### config.mk
export PLATFORM = sky130hd
export DESIGN_NAME = uart_receiver
export DESIGN_NICKNAME = d
export VERILOG_FILES = /design/src/rtl/uart_receiver.sv
export SDC_FILE = /design/constraint.sdc
export NUM_CORES = 1
export LEC_CHECK = 0
export ABC_AREA = 1
export CAP_MARGIN = 20
export CORE_MARGIN = 2
export CORE_UTILIZATION = 40
export CTS_BUF_LIST = sky130_fd_sc_hd__clkbuf_8 sky130_fd_sc_hd__clkbuf_16
export CTS_CLUSTER_DIAMETER = 120
export CTS_CLUSTER_SIZE = 14
export DETAILED_ROUTE_END_ITERATION = 10
export GPL_ROUTABILITY_DRIVEN = 1
export HOLD_SLACK_MARGIN = 0.15
export PLACE_DENSITY = 0.65
export SYNTH_ARGS = -nofsm -noshare
export SYNTH_HDL_FRONTEND = slang
export SYNTH_SLANG_ARGS = --single-unit
### constraint.sdc
create_clock -name PCLK -period 1.85 [get_ports PCLK]
set_input_delay 0.2775 -clock PCLK [delete_from_list [all_inputs] [get_ports PCLK]]
set_output_delay 0.2775 -clock PCLK [all_outputs]
set_load 0.02 [all_outputs]
### src/rtl/uart_receiver.sv
// UART receive stage: 16x oversampled start/data/parity/stop validation,
// packing 5-8 bit characters LSB-first into one DATA_WIDTH word.
module uart_receiver #(
   parameter int DATA_WIDTH = 32,
   parameter int OVERSAMPLE = 16
) (
   input  logic                  PCLK,
   input  logic                  PRESETn,
   input  logic                  rx_tick,
   input  logic                  rx_enable,
   input  logic                  Rx,
   input  logic [3:0]            frame_length,
   input  logic [1:0]            parity_signal,
   input  logic                  stop_bits,
   output logic [DATA_WIDTH-1:0] RX_data,
   output logic                  RX_done,
   output logic                  parity_error,
   output logic                  frame_error
);

   localparam int         IW        = $clog2(DATA_WIDTH);
   localparam logic [5:0] WORD_BITS = 6'(DATA_WIDTH);
   localparam logic [3:0] LAST_TICK = 4'(OVERSAMPLE - 1);
   localparam logic [3:0] MID_TICK  = 4'(OVERSAMPLE / 2 - 1);

   typedef enum logic [2:0] {
      IDLE, START, DATA, PARITY, STOP1, STOP2, CHECK
   } state_t;

   state_t                state, state_n;
   logic                  rx_meta, rx_s;
   logic [3:0]            tcnt, tcnt_n;
   logic [2:0]            dcnt, dcnt_n;
   logic [5:0]            widx, widx_n;
   logic [DATA_WIDTH-1:0] word_reg, word_reg_n;
   logic                  par_acc, par_acc_n;
   logic                  par_err_acc, par_err_acc_n;
   logic                  frm_err_acc, frm_err_acc_n;
   logic                  armed, armed_n;
   logic [DATA_WIDTH-1:0] data_n;
   logic                  done_n, perr_n, ferr_n;
   logic [3:0]            fl_eff;
   logic [2:0]            last_dcnt;
   logic                  exp_par;

   always_ff @(posedge PCLK or negedge PRESETn) begin
      if (!PRESETn) begin
         rx_meta <= 1'b1;
         rx_s    <= 1'b1;
      end else begin
         rx_meta <= Rx;
         rx_s    <= rx_meta;
      end
   end

   always_comb begin
      if (frame_length >= 4'd5 && frame_length <= 4'd8) fl_eff = frame_length;
      else                                              fl_eff = 4'd8;
      last_dcnt = 3'(fl_eff - 4'd1);
      exp_par   = parity_signal[0] ? par_acc : ~par_acc;
   end

   always_ff @(posedge PCLK or negedge PRESETn) begin
      if (!PRESETn) begin
         state        <= IDLE;
         tcnt         <= '0;
         dcnt         <= '0;
         widx         <= '0;
         word_reg     <= '0;
         par_acc      <= 1'b0;
         par_err_acc  <= 1'b0;
         frm_err_acc  <= 1'b0;
         armed        <= 1'b1;
         RX_data      <= '0;
         RX_done      <= 1'b0;
         parity_error <= 1'b0;
         frame_error  <= 1'b0;
      end else begin
         state        <= state_n;
         tcnt         <= tcnt_n;
         dcnt         <= dcnt_n;
         widx         <= widx_n;
         word_reg     <= word_reg_n;
         par_acc      <= par_acc_n;
         par_err_acc  <= par_err_acc_n;
         frm_err_acc  <= frm_err_acc_n;
         armed        <= armed_n;
         RX_data      <= data_n;
         RX_done      <= done_n;
         parity_error <= perr_n;
         frame_error  <= ferr_n;
      end
   end

   always_comb begin
      state_n       = state;
      tcnt_n        = tcnt;
      dcnt_n        = dcnt;
      widx_n        = widx;
      word_reg_n    = word_reg;
      par_acc_n     = par_acc;
      par_err_acc_n = par_err_acc;
      frm_err_acc_n = frm_err_acc;
      armed_n       = armed;
      data_n        = RX_data;
      done_n        = 1'b0;
      perr_n        = parity_error;
      ferr_n        = frame_error;

      if (!rx_enable) begin
         state_n       = IDLE;
         tcnt_n        = '0;
         dcnt_n        = '0;
         widx_n        = '0;
         word_reg_n    = '0;
         par_acc_n     = 1'b0;
         par_err_acc_n = 1'b0;
         frm_err_acc_n = 1'b0;
      end else begin
         case (state)
            IDLE: begin
               tcnt_n = '0;
               // after a zero stop bit the line must return high before re-arming
               if (rx_tick) begin
                  if (rx_s)       armed_n = 1'b1;
                  else if (armed) state_n = START;
               end
            end
            START: begin
               if (rx_tick) begin
                  if (tcnt == MID_TICK) begin
                     tcnt_n  = '0;
                     state_n = rx_s ? IDLE : DATA;
                  end else begin
                     tcnt_n = tcnt + 4'd1;
                  end
               end
            end
            DATA: begin
               if (rx_tick) begin
                  tcnt_n = tcnt + 4'd1;
                  if (tcnt == LAST_TICK) begin
                     if (widx < WORD_BITS) word_reg_n[widx[IW-1:0]] = rx_s;
                     widx_n    = widx + 6'd1;
                     dcnt_n    = dcnt + 3'd1;
                     par_acc_n = par_acc ^ rx_s;
                     if (dcnt == last_dcnt) state_n = parity_signal[1] ? PARITY : STOP1;
                  end
               end
            end
            PARITY: begin
               if (rx_tick) begin
                  tcnt_n = tcnt + 4'd1;
                  if (tcnt == LAST_TICK) begin
                     if (rx_s != exp_par) par_err_acc_n = 1'b1;
                     state_n = STOP1;
                  end
               end
            end
            STOP1, STOP2: begin
               if (rx_tick) begin
                  tcnt_n = tcnt + 4'd1;
                  if (tcnt == LAST_TICK) begin
                     if (!rx_s) begin
                        frm_err_acc_n = 1'b1;
                        armed_n       = 1'b0;
                     end
                     state_n = (state == STOP1 && stop_bits) ? STOP2 : CHECK;
                  end
               end
            end
            CHECK: begin
               if (widx >= WORD_BITS) begin
                  data_n        = word_reg;
                  perr_n        = par_err_acc;
                  ferr_n        = frm_err_acc;
                  done_n        = 1'b1;
                  widx_n        = '0;
                  word_reg_n    = '0;
                  par_err_acc_n = 1'b0;
                  frm_err_acc_n = 1'b0;
               end
               dcnt_n    = '0;
               par_acc_n = 1'b0;
               state_n   = IDLE;
            end
            default: state_n = IDLE;
         endcase
      end
   end

endmodule
# After elaboration in Yosys (flattened, before gate mapping)

Index checks and enable logic that the tools add are counted.

Flip-flop bits (word level): 89
Logic and storage cells: 145

Add/subtract/negate cells: 4
Order comparisons: 6
Eq/ne operators: 36
Muxes and demuxes: 66
Bitwise logic cells: 2
Reductions and logical operators: 16

Operator list:

| kind                                                                     | number |
|---|---|
| 32-bit 2-to-1 mux                                                        | 5 |
| 32-bit one-hot mux with 2 select lines                                   | 1 |
| 3-bit 2-to-1 mux                                                         | 18 |
| 3-bit inequality test (second input constant)                            | 17 |
| 32-bit bitwise mux                                                       | 1 |
| 6-bit 2-to-1 mux                                                         | 4 |
| 1-bit 2-to-1 mux                                                         | 22 |
| 4-bit 2-to-1 mux                                                         | 4 |
| 3-bit one-hot mux with 5 select lines                                    | 1 |
| 5-bit AND reduction                                                      | 3 |
| 4-bit one-hot mux with 3 select lines                                    | 1 |
| 6-bit one-hot mux with 2 select lines                                    | 1 |
| 12-bit AND reduction                                                     | 1 |
| 2-bit inequality test (second input constant)                            | 5 |
| 3-bit equality test (second input constant)                              | 3 |
| 3-bit by 1-bit inequality test with 1-bit output (second input constant) | 3 |
| 3-bit AND reduction                                                      | 3 |
| 1-bit one-hot mux with 2 select lines                                    | 4 |
| 7-bit AND reduction                                                      | 1 |
| 6-bit by 1-bit adder with 6-bit output (second input constant)           | 1 |
| 3-bit by 2-bit equality test with 1-bit output (second input constant)   | 2 |
| 6-bit greater-or-equal comparator (second input constant)                | 1 |
| 5-bit by 6-bit < comparator with 1-bit output (second input constant)    | 1 |
| 6-bit < comparator (second input constant)                               | 1 |
| 23 further kinds                                                         | 26 |

# Logic depth before layout (Yosys ltp)

Depth after elaboration: 10
Gate-level depth with buffers: 13

# Least setup slack after synthesis

OpenSTA, ideal clock, no wires.

Kind: input -> register
From: input frame_length[3]
To: register state[2]
Library setup time: 0.117 ns
Arrival time: 1.509 ns
Data required time: 1.733 ns
Path slack: 0.224 ns
Stages: 11
Buffers on the path: 0
Cell sequence: inv_1 nand3_1 ha_1 nand2_1 inv_1 nor2_1 nand3_1 o21ai_0 nand2_1 nand2_1 nand2_1

Cells in the longest elaborated chain, start to end: 7
Elaborated cells between the ends (all ways): 8
Classes of those cells: add/sub (1); order compare (2); eq/ne (2); mux (1); reduce/logical (2)

Ends and longest elaborated chain:

| element                                                                                                    | RTL line | RTL |
|---|---|---|
| start, declared                                                                                            | 12       | `input logic [3:0] frame_length,` |
| 4-bit by 3-bit greater-or-equal comparator with 1-bit output / 4-bit <= comparator (equally long branches) | 57       | `if (frame_length >= 4'd5 && frame_length <= 4'd8) fl_eff = frame_length;` |
| 1-bit logical AND (*)                                                                                      | 57       |  |
| 3-bit 2-to-1 mux (*)                                                                                       | 57       |  |
| 3-bit by 1-bit subtractor with 3-bit output (*)                                                            | 59       | `last_dcnt = 3'(fl_eff - 4'd1);` |
| 3-bit equality test (*)                                                                                    | 147      | `if (dcnt == last_dcnt) state_n = parity_signal[1] ? PARITY : STOP1;` |
| 3-bit inequality test (no source line) (*)                                                                 | --       |  |
| 12-bit AND reduction (no source line) (*)                                                                  | --       |  |
| end signal, assigned                                                                                       | 79       | `state <= state_n;` |
| end, declared                                                                                              | 30       | `state_t state, state_n;` |

Every way passes the cells marked *; elsewhere a longest branch is shown, timed or not.
A chain may end at the register's enable or synchronous reset.

# Final worst setup path

From: input frame_length[2]
To: register state[0]

Cells in the longest elaborated chain, start to end: 7
Elaborated cells between the ends (all ways): 8
Classes of those cells: add/sub (1); order compare (2); eq/ne (2); mux (1); reduce/logical (2)

Ends and longest elaborated chain:

| element                                                                                                    | RTL line |
|---|---|
| 4-bit by 3-bit greater-or-equal comparator with 1-bit output / 4-bit <= comparator (equally long branches) | 57 |
| 1-bit logical AND                                                                                          | 57 |
| 3-bit 2-to-1 mux (*)                                                                                       | 57 |
| 3-bit by 1-bit subtractor with 3-bit output (*)                                                            | 59 |
| 3-bit equality test (*)                                                                                    | 147 |
| 3-bit inequality test (no source line) (*)                                                                 | -- |
| 12-bit AND reduction (no source line) (*)                                                                  | -- |

Marks and branches as above.

==> out/qor.txt <==
Tcrit/Tclk final: 93.32%
Post-Syn Instances: 660
Relative slew slack: 57.57%
Met3 global-route usage: 3.401%
Static Leak: 3.315 nW
Pre-antenna DRT Iters: 5
Area Growth Syn to Fin: 23.69%
Fraction of synthesized area in multiplexers: 0%
Clock Tree Root: clkbuf_16
Clock transition at the registers of the reported paths: 0.07 ns
Netlist cell types: 31
Crit Reg-Reg Startpoint: state[0]
Starting DRT DRC Count: 225
Clock Tree Buf Depth: 2
Maximum VDD drop: 0.3738 mV
Synth Area in Compound Gates: 3.988%
Synth Area in Adders: 1.813%
Pwr dens: 944.0 nW/um^2
Via count: 4388
CTS buffer count: 9
CTS tree: yes
Tmin final: 1.726 ns
Switching Share: 33.10%
HP Class: primary input to flip-flop
Antenna Violating Nets Remaining: 0
Core area: 11910 sq um
Initial Util: 40.57%
Mean post-synth cell area: 7.321 sq um
Row Count: 40
Post-layout net count: 738
Post-Route WL: 11.16 mm
Initial antenna violation count: 0
Share of layout cells above drive strength 1: 10.22%
Post-synthesis cell area: 4832 sq um
CP Max Fanout: 3
Post-synthesis xor/xnor area fraction: 0.3625%
PortBufs: 46
Critical path's largest stage delay: 0.51 ns
Filler Cell Count: 1196
Wire per inst: 12.81 microns
Max H-tree Level: 3
Worst Skew: 0.008493 ns
Comb pwr share: 26.7%
Die H: 113.9 microns
Met1 usage: 23.54%
Crit-path slowest cell: clkdlybuf4s50_1
Run status: complete, no violations
FF-to-FF setup slack: 0.13 ns
Die area: 12980 sq um
Slew @ Worst Pin: 0.6356 ns
Via/cell ratio: 5.038
Worst Path Required: 2.09 ns
Share of total power in sequential cells: 40.0%
Critical path launch point type: primary input
Element type at the critical path end: flip-flop
Critical path, cell by cell: clkdlybuf4s50_1 -> nand3_1 -> ha_1 -> nand2_1 -> inv_1 -> nor2_1 -> nand3_1 -> o21ai_1 -> nand2_1 -> nand2_1 -> nand2_1
Largest net degree at the start of global routing: 47
Critical path class: primary input to flip-flop
ANT cells: 0
Synth Register Bits: 89
DRC: 0
CP most frequent cell: nand2_1
Final cell count without fillers: 871
Grt met2 use: 29.46%
IO Pins: 47
Endpoints failing hold: 0
Main combinational cell family by area after synthesis: simple AND/OR/NAND/NOR gates
Seq/Total Area, Yosys: 46.17%
First-pass GRT wire length: 18.49 mm
Post-Synth Simple-Gate Area: 38.56%
Clk sinks: 89
Slew Viols, Final: 0
Number of max-cap violations: 0
GRT Overall Usage: 17.86%
Reg2Reg Depth: 9
Ys Warns: 0
Vias in the first global route: 4050
Detail Placement HPWL: 7.744 mm
Critical Path AT: 1.96 ns
Int Pwr: 3.775 mW
Switching Power: 1.868 mW
Grt peak-use layer: met2
GPL Wtd Cong: 0.8193
Power Total: 5.642 mW
WP depth: 11
Clock share of power: 33.3%
Critical R2R Capture: widx[4]
CP endpoint: state[0]
CP Launch Point: frame_length[2]
Die X-Extent: 113.9 microns
Worst path bufs/invs: 2
RSZ-0062 raised after global routing: no
Grt total ovfl: 0
Fmax: 579.2 MHz
Clk Latency, worst-skew pair: 0.35 ns
# setup viols final: 0
Post-synthesis net count: 679
CP delay by family, top: simple AND/OR/NAND/NOR gates
Placed cells: 852
## cell usage in the layout, fill, tap and decap left out, types with 3 or more instances in the layout
master           instances
nand3_1                 58
ha_1                     6
inv_1                   63
or2_2                    3
clkbuf_16               10
nand4_1                 40
buf_4                   27
nand2_2                  4
nor2_1                  34
dfrtp_1                 86
a21oi_1                  7
dfstp_2                  3
buf_12                   7
nand2_1                280
nor2_4                   4
clkdlybuf4s50_1         45
o21ai_0                 21
## worst min-delay path by stage
stage,from,endpoint,cells after the start
CTS,Rx,rx_meta,1
finish,Rx,rx_meta,1
global placement,PRESETn,RX_data[25],1
global route,Rx,rx_meta,1
floorplan,PRESETn,RX_data[0],0
detailed placement,PRESETn,widx[4],1
## Yosys cell counts
library cell  count  area share [%]
or2_2             3            0.39
nor3_1            2            0.21
buf_2            13             1.3
o211ai_1          1            0.16
a21oi_1           7            0.72
buf_1             1           0.078
nand3_1          59             6.1
nor2_4            3            0.70
nor2_1           36             2.8
a21oi_2           1            0.18
inv_1            62             4.8
o21a_1            1            0.16
nand2_2           3            0.39
nor2_8            1            0.41
xnor2_1           1            0.18
nor3b_1           1            0.16
nand4_1          40             5.2
dfrtp_1          86              45
buf_6             7             1.6
dfstp_2           3             1.6
xor2_1            1            0.18
ha_1              7             1.8
inv_2             2            0.16
nand3b_1          1            0.16
clkbuf_1         10            0.78
o21ai_0          22             2.3
buf_4             2            0.31
o31ai_1           1            0.16
nand2_4           1            0.23
nand2_1         281              22
a21oi_4           1            0.34
## cell type report
cell class | count | area [sq um] | share of cell area, %
clock inverter | 5 | 55.05 | 0.9211
multi-input combinational | 474 | 2186 | 36.57
clock buffer | 11 | 252.7 | 4.229
sequential | 89 | 2231 | 37.32
timing repair buffer | 81 | 828.3 | 13.86
tap | 147 | 183.9 | 3.077
inverter | 64 | 240.2 | 4.019
## routing by layer
metal / vias up / wire length [microns]
li1: 2215 / -
met1: 2066 / 5193
met2: 96 / 5356
met3: 11 / 430
met4: 0 / 174
met5: - / 0
## power groups by stage
| stage | Sequential [mW] | Combinational, mW | Clock [mW] |
|---|---|---|---|
| global route | 2.28 | 1.69 | 1.99 |
| finish | 2.26 | 1.51 | 1.88 |
| detailed placement | 2.29 | 1.43 | 0 |
| floorplan | 2.21 | 1.07 | 0 |
| global placement | 2.29 | 1.38 | 0 |
| CTS | 2.26 | 1.44 | 1.92 |
## repair_timing
action	4_1_cts	5_1_grt
setup endpoints to repair	1	37
resized for setup	1	5
endpoints found under the hold margin	32	0
gates cloned	0	1
hold buffers	1	0
pin swaps	0	2
buffers inserted	0	1
## metrics by stage
| step | TNS [ns] | hold WS, ns | worst slack (ns) | area [sq um] | utilization [%] |
|---|---|---|---|---|---|
| floorplan | 0 | -0.01809 | 0.2237 | 4832 | - |
| global placement | -1.252 | 0.2731 | -0.1942 | 5609 | 47.09 |
| detailed placement | -1.835 | 0.2763 | -0.3310 | 5609 | 47.09 |
| CTS | 0 | 0.3284 | 0.04040 | 5929 | 49.78 |
| global route | 0 | 0.3278 | 0.002231 | 5977 | 50.18 |
| finish | 0 | 0.3330 | 0.1235 | 5977 | 50.18 |
## cells by family (layout without fill, tap and decap cells)
group / after synthesis / count (layout)
compound gates: 34 / 34
xor+xnor: 2 / 2
simple gates: 431 / 431
fa+ha+maj: 7 / 7
buf+inv: 97 / 161
flops: 89 / 89
(Power assumes the default switching activity.)
